--- src/rtl/sd_spi_arbiter.sv ---
// sd_spi_arbiter: two-port ownership arbiter in front of a single sdspihost.
//
// Sequences card (re)initialisation (spi_rst pulse, then wait for the host to go
// idle), then hands the SPI host to one requester at a time using a round-robin
// pointer. While a port owns the host its command strobes and block address are
// passed straight through; the other port sees busy. A host error parks the
// arbiter in an error state until clr_err_i restarts initialisation.
//
// Ports:
//   clk, rst                     clock, asynchronous active-low reset
//   req_i[1:0]                   ownership requests ([0] raw reader, [1] eluks)
//   r_block_i, r_multi_block_i,
//   r_byte_i [1:0]               per-port command strobes
//   block_addr0_i, block_addr1_i per-port block address
//   clr_err_i                    clears the error state
//   spi_busy, spi_err            status from sdspihost
//   gnt_o[1:0]                   one-hot grant
//   busy_o[1:0]                  busy as seen by each requester
//   spi_rst                      sdspihost reset (active-high)
//   spi_r_block, spi_r_multi_block, spi_r_byte, spi_block_addr  to sdspihost
//   ready_o, error_o             serviceable / sticky error status
module sd_spi_arbiter #(
  parameter int unsigned RST_CYCLES = 16
) (
  input  logic        clk,
  input  logic        rst,
  input  logic [1:0]  req_i,
  input  logic [1:0]  r_block_i,
  input  logic [1:0]  r_multi_block_i,
  input  logic [1:0]  r_byte_i,
  input  logic [31:0] block_addr0_i,
  input  logic [31:0] block_addr1_i,
  input  logic        clr_err_i,
  input  logic        spi_busy,
  input  logic        spi_err,
  output logic [1:0]  gnt_o,
  output logic [1:0]  busy_o,
  output logic        spi_rst,
  output logic        spi_r_block,
  output logic        spi_r_multi_block,
  output logic        spi_r_byte,
  output logic [31:0] spi_block_addr,
  output logic        ready_o,
  output logic        error_o
);

  typedef enum logic [2:0] {
    S_RST,
    S_INIT,
    S_IDLE,
    S_OWN,
    S_DRAIN,
    S_ERR
  } state_e;

  localparam logic [7:0] RstLast = 8'(RST_CYCLES - 1);

  state_e     state_q, state_d;
  logic [7:0] cnt_q, cnt_d;
  // Last port served; the other port has priority on a simultaneous request.
  logic       last_q, last_d;
  logic       owner_q, owner_d;
  logic       own;

  always_ff @(posedge clk or negedge rst) begin
    if (!rst) begin
      state_q <= S_RST;
      cnt_q   <= 8'd0;
      last_q  <= 1'b1;  // favour port 0 after reset
      owner_q <= 1'b0;
    end else begin
      state_q <= state_d;
      cnt_q   <= cnt_d;
      last_q  <= last_d;
      owner_q <= owner_d;
    end
  end

  always_comb begin
    state_d = state_q;
    cnt_d   = cnt_q;
    last_d  = last_q;
    owner_d = owner_q;
    unique case (state_q)
      S_RST: begin
        if (cnt_q == RstLast) begin
          state_d = S_INIT;
          cnt_d   = 8'd0;
        end else begin
          cnt_d = cnt_q + 8'd1;
        end
      end
      S_INIT: begin
        // cnt_q flags that the entry clock has passed, so the first eligible
        // spi_busy sample is two clocks after entry.
        if (spi_err) begin
          state_d = S_ERR;
        end else if (cnt_q != 8'd0 && !spi_busy) begin
          state_d = S_IDLE;
          cnt_d   = 8'd0;
        end else begin
          cnt_d = 8'd1;
        end
      end
      S_IDLE: begin
        if (spi_err) begin
          state_d = S_ERR;
        end else if (req_i != 2'b00) begin
          state_d = S_OWN;
          owner_d = (req_i == 2'b11) ? ~last_q : req_i[1];
        end
      end
      S_OWN: begin
        if (spi_err) begin
          state_d = S_ERR;
        end else if (!req_i[owner_q]) begin
          state_d = S_DRAIN;
        end
      end
      S_DRAIN: begin
        if (spi_err) begin
          state_d = S_ERR;
        end else if (!spi_busy) begin
          state_d = S_IDLE;
          last_d  = owner_q;
        end
      end
      S_ERR: begin
        if (clr_err_i) begin
          state_d = S_RST;
          cnt_d   = 8'd0;
        end
      end
      default: begin
        state_d = S_RST;
        cnt_d   = 8'd0;
      end
    endcase
  end

  assign own = (state_q == S_OWN);

  always_comb begin
    gnt_o             = 2'b00;
    busy_o            = 2'b11;
    spi_r_block       = 1'b0;
    spi_r_multi_block = 1'b0;
    spi_r_byte        = 1'b0;
    spi_block_addr    = 32'd0;
    if (own) begin
      gnt_o[owner_q]    = 1'b1;
      busy_o[owner_q]   = spi_busy;
      spi_r_block       = r_block_i[owner_q];
      spi_r_multi_block = r_multi_block_i[owner_q];
      spi_r_byte        = r_byte_i[owner_q];
      spi_block_addr    = owner_q ? block_addr1_i : block_addr0_i;
    end
  end

  assign spi_rst = (state_q == S_RST);
  assign ready_o = (state_q == S_IDLE) || own || (state_q == S_DRAIN);
  assign error_o = (state_q == S_ERR);

endmodule

--- config.mk ---
export PLATFORM = sky130hd
export DESIGN_NAME = sd_spi_arbiter
export DESIGN_NICKNAME = d
export VERILOG_FILES = /design/src/rtl/sd_spi_arbiter.sv
export SDC_FILE = /design/constraint.sdc
export NUM_CORES = 1
export LEC_CHECK = 0
export CORE_UTILIZATION = 33
export CTS_CLUSTER_SIZE = 20
export DETAILED_ROUTE_END_ITERATION = 7
export PLACE_DENSITY = 0.84
export SYNTH_ARGS = -nofsm -noshare
export SYNTH_HDL_FRONTEND = slang
export SYNTH_SLANG_ARGS = --single-unit
--- constraint.sdc ---
create_clock -name clk -period 3.5 [get_ports clk]
set_clock_uncertainty 0.2 [all_clocks]
set_input_delay 0.35 -clock clk [delete_from_list [all_inputs] [get_ports clk]]
set_output_delay 0.35 -clock clk [all_outputs]
set_load 0.02 [all_outputs]
# After elaboration in Yosys (flattened, before gate mapping)
# Cells that the tools add are included.
[word_totals]
elab_cells = 74
regBits = 13
out_inout_bits = 42
in_bits = 77
[op_classes]
n_lt_le_gt_ge = 2
n_reduce_logical = 13
muxes = 34
addsub = 1
eq_ne = 14
n_bitwise = 6
[op_table]
columns = ["op", "count"]
rows = [
  ["$mux 32", 2],
  ["$pmux 8 s4", 1],
  ["$mux 3", 10],
  ["$mux 8", 3],
  ["$pmux 3 s6", 1],
  ["$mux 1", 14],
  ["$ne 3x3->1 const B", 4],
  ["$reduce_and 3->1", 3],
  ["$add 8x1->8 const B", 1],
  ["$eq 8x4->1 const B", 1],
  ["$reduce_bool 8->1", 1],
  ["$eq 3x2->1 const B", 2],
  ["$eq 3x3->1 const B", 2],
  ["$reduce_and 6->1", 1],
  ["$mux 2", 2],
  ["$ne 2x2->1 const B", 2],
  ["$not 1->1", 4],
  ["$eq 3x1->1 const B", 1],
  ["$logic_not 3->1", 1],
  ["$reduce_or 3->1", 1],
  ["$eq 2x2->1 const B", 1],
  ["$logic_and 1x1->1", 2],
  ["$logic_or 1x1->1", 2],
  ["$lt 1x2->1 const B", 1],
  ["7 further kinds", 7],
]

# Logic depth before layout (Yosys ltp)
[depth]
ltp_word = 7
ltp_mapped = 6
mapped_depth_nobuf = 6

# Worst setup path after synthesis
# OpenSTA, ideal clock, no wires.
[synth_timing]
path_kind = "flip-flop to output port"
start = "reg state_q[2]"
end = "out spi_block_addr[22]"
path_buffers = 2
slack_ns = 1.315
t_required_ns = 2.950
path_stages_with_launch = 6
arrival_time_ns = 1.635
path_cell_list = "dfrtp_1 -> buf_6 -> nand3b_2 -> nor2_1 -> buf_2 -> a22o_1"
[synth_between]
elab_chain_cells = 2
[synth_rtl]
columns = ["element", "line", "source"]
rows = [
  ["from (decl)", "58", "state_e state_q, state_d;"],
  ["from (signal assigned)", "72", "state_q <= state_d;"],
  ["$eq 3x2->1", "141", "assign own = (state_q == S_OWN);"],
  ["$mux 32", "150", "if (own) begin"],
  ["to (decl)", "42", "output logic [31:0] spi_block_addr,"],
]
# No other way between the ends.

# Worst setup path in the final report
[layout_timing]
start = "reg state_q[0]"
end = "out spi_block_addr[22]"
# The elaborated chain is that of the path after synthesis.

==> results.toml <==
[timing]
rsz0062_at_grt = "false"
finalHoldViolations = 0
fmax_mhz = 330.6
final_max_slew_viol_count = 0
setup_violations = 0
final.min_clock_period_ps = 3025
post-route-period-util_pct = 86.42
tightest_slew_ps = 582.9
setup_tns_ps = 0
slew_headroom_pct = 61.02

[synthesis]
synth-main-ff-cell = "dfrtp_1"
synth-seq-cells = 13
synth-edff-count = 0
syn_nets = 232
syn_area_per_cell_sq_um = 8.390
ys_seq_area_share_pct = 25.44
synth_cell_types = 43
netlist_area_sq_mm = 0.001284
async_reset_ff_share_pct = 100.0
synthCells = 153
synth-warning-count = 0

[clocking]
clk_latency_ps = 250
path_clk_slew_ps = 60
cts_sinks = 13
cts-resized-gates = 0
cts_max_level = 1
clockRootBuffer = "clkbuf_8"
hold_buffers = 0
cts_made_buffers = 3
cts_tree = "done"
post-cts-setup-buffers = 0
clk_path_buf_depth = 2

[floorplan]
fp-row-count = 22
die_x_um = 64.37
coreArea_sq_mm = 0.003689
pin_count = 119
start_util_pct = 34.80
die_h_um = 64.37
die_area_sq_mm = 0.004144

[routing]
vias = 1703
routed_via_density = 5.458
postRouteAntennaNets = 0
dr.pass1.iters = 4
drc = 0
drtIter0Drc = 77
wirelength_um = 4936
wl_per_cell_um = 15.82

[cells_and_area]
final_nets = 344
layout_common_cells = "clkdlybuf4s50_1 (118), a22o_1 (36), o21ai_0 (12), dfrtp_1 (12), nand2_1 (9)"
final_area_sq_mm = 0.002517
area_delta_synth_final_pct = 96.10
drive_above_1_share_pct = 4.545
fin_util_pct = 68.25
num_antenna_cells = 0
multi_input_area_sq_um = 855.8
seq_area_sq_um = 326.6
final_common_cell = "clkdlybuf4s50_1"
nFillCells = 305

[pwr]
p_per_area_mw_per_mm2 = 416.7
leakagePower_nw = 0.9976
peakVddDrop_mv = 0.5271

[global_route]
grt_pass1_vias = 1493
grt_first_pass_wirelength_um = 7534
antenna_found_initial = 0
grt_max_degree = 37
grt_overflow_total = 0
gr-usage-all-layers_pct = 23.50

[setup_path]
slowest_stage = "dfrtp_1"
crit_fanout = 23
crit_chain = "nor2b_1, and3_1, buf_4, a22o_1, clkdlybuf4s50_1"
arrival_ps = 2470
cpPeakStageDelay_ps = 620
cp-end-kind = "output pin"
reg2regPathDepth = 4
r2r_end = "state_q[0]"
reg2reg_slack_ps = 1380
crit_required_ps = 2950
rr_startpoint = "state_q[0]"
cp-start-kind = "flip-flop"
timing_worst_setup_path_type = "flip-flop to output pin"

[placed_design]
portBuffers = 118
place_area_sq_mm = 0.002472
place.gp.congestion = 0.8844
place_hpwl_um = 3857

[outcome]
status = "completed"

[worst_hold_path]
min_path_type = "input pin to asynchronous set/reset pin"

[run]
drv_cap = 0
-- report_power, final --
| part | internal [mW] | total, mW | switching, mW |
|---|---|---|---|
| Sequential | 0.193 | 0.272 | 0.0786 |
| Clock | 0.0805 | 0.136 | 0.0558 |
| Combinational | 0.336 | 0.641 | 0.304 |
| Total | 0.610 | 1.05 | 0.439 |
-- synthesized netlist by cell type (2+ instances only) --
master	number	area [sq um]
buf_6	2	22.52
or3_1	2	12.51
o21ai_0	12	60.06
and2_1	2	12.51
nor3_1	3	15.01
nor3b_1	3	22.52
a21oi_1	5	25.02
nand2_1	9	33.78
nor2_1	7	26.28
a22o_1	36	315.3
nor4_1	2	12.51
and3_1	6	37.54
dfrtp_1	12	300.3
nand2b_1	3	18.77
clkbuf_1	2	7.510
nand4_1	2	12.51
nand3_1	2	10.01
inv_1	7	26.28
ha_1	2	25.02
buf_1	2	7.510
buf_2	8	40.04
mux2i_1	3	30.03
-- logic make-up after synthesis --
logic type | count (synthesis) | synth area share, %
AO/OA/AOI/OAI | 64 | 38.70
XOR/XNOR | 1 | 0.6824
adder cells (fa/ha/maj) | 2 | 1.949
buffers and inverters | 21 | 8.090
flip-flops | 13 | 25.44
multiplexers | 4 | 3.216
AND/OR/NAND/NOR | 48 | 21.93
-- metrics by stage --
step	worst slack, ps	std cells	total power [mW]	hold slack [ps]
finish	475.1	312	1.049	276.0
CTS	499.8	312	1.050	297.5
global route	349.9	312	1.130	318.4
global placement	837.4	308	0.9018	282.9
detailed placement	785.7	308	0.9098	297.5
floorplan	1315	153	0.6774	-145.6
-- worst max-delay path, delay by kind of cell (launching register included) --
family	cells	cell delay [ps]
AO/OA/AOI/OAI	1	210
buffers and inverters	2	870
AND/OR/NAND/NOR	2	520
flip-flops	1	620
-- sequential cells by signal, indices dropped and copies added (netlist names) --
register  count
state_q       3
last_q        1
cnt_q         8
owner_q       1
-- routing by layer --
layer	part of all wire, %	GRT usage, %
met1	43	29.15
met5	0	0
met2	49	40.79
met3	7.7	5.179
met4	1.2	5.833
-- cell type report --
type,count,share of cell area [%]
multi-input cells,119,34.00
repair buffers,121,47.81
flip-flops and latches,13,12.97
clock buffers,4,1.789
well taps,48,2.386
inverters,7,1.044
-- worst max-delay path by stage --
stage,startpoint,to,slack (ps),cells after the start
2_1_floorplan,state_q[2],spi_block_addr[22],1320,5
3_3_place_gp,state_q[0],spi_block_addr[22],840,5
3_5_place_dp,state_q[0],spi_block_addr[22],790,5
4_1_cts,state_q[0],spi_block_addr[22],500,5
5_1_grt,state_q[0],spi_block_addr[22],350,5
6_report,state_q[0],spi_block_addr[22],480,5
Note: power is estimated with default switching activity, not from simulation.
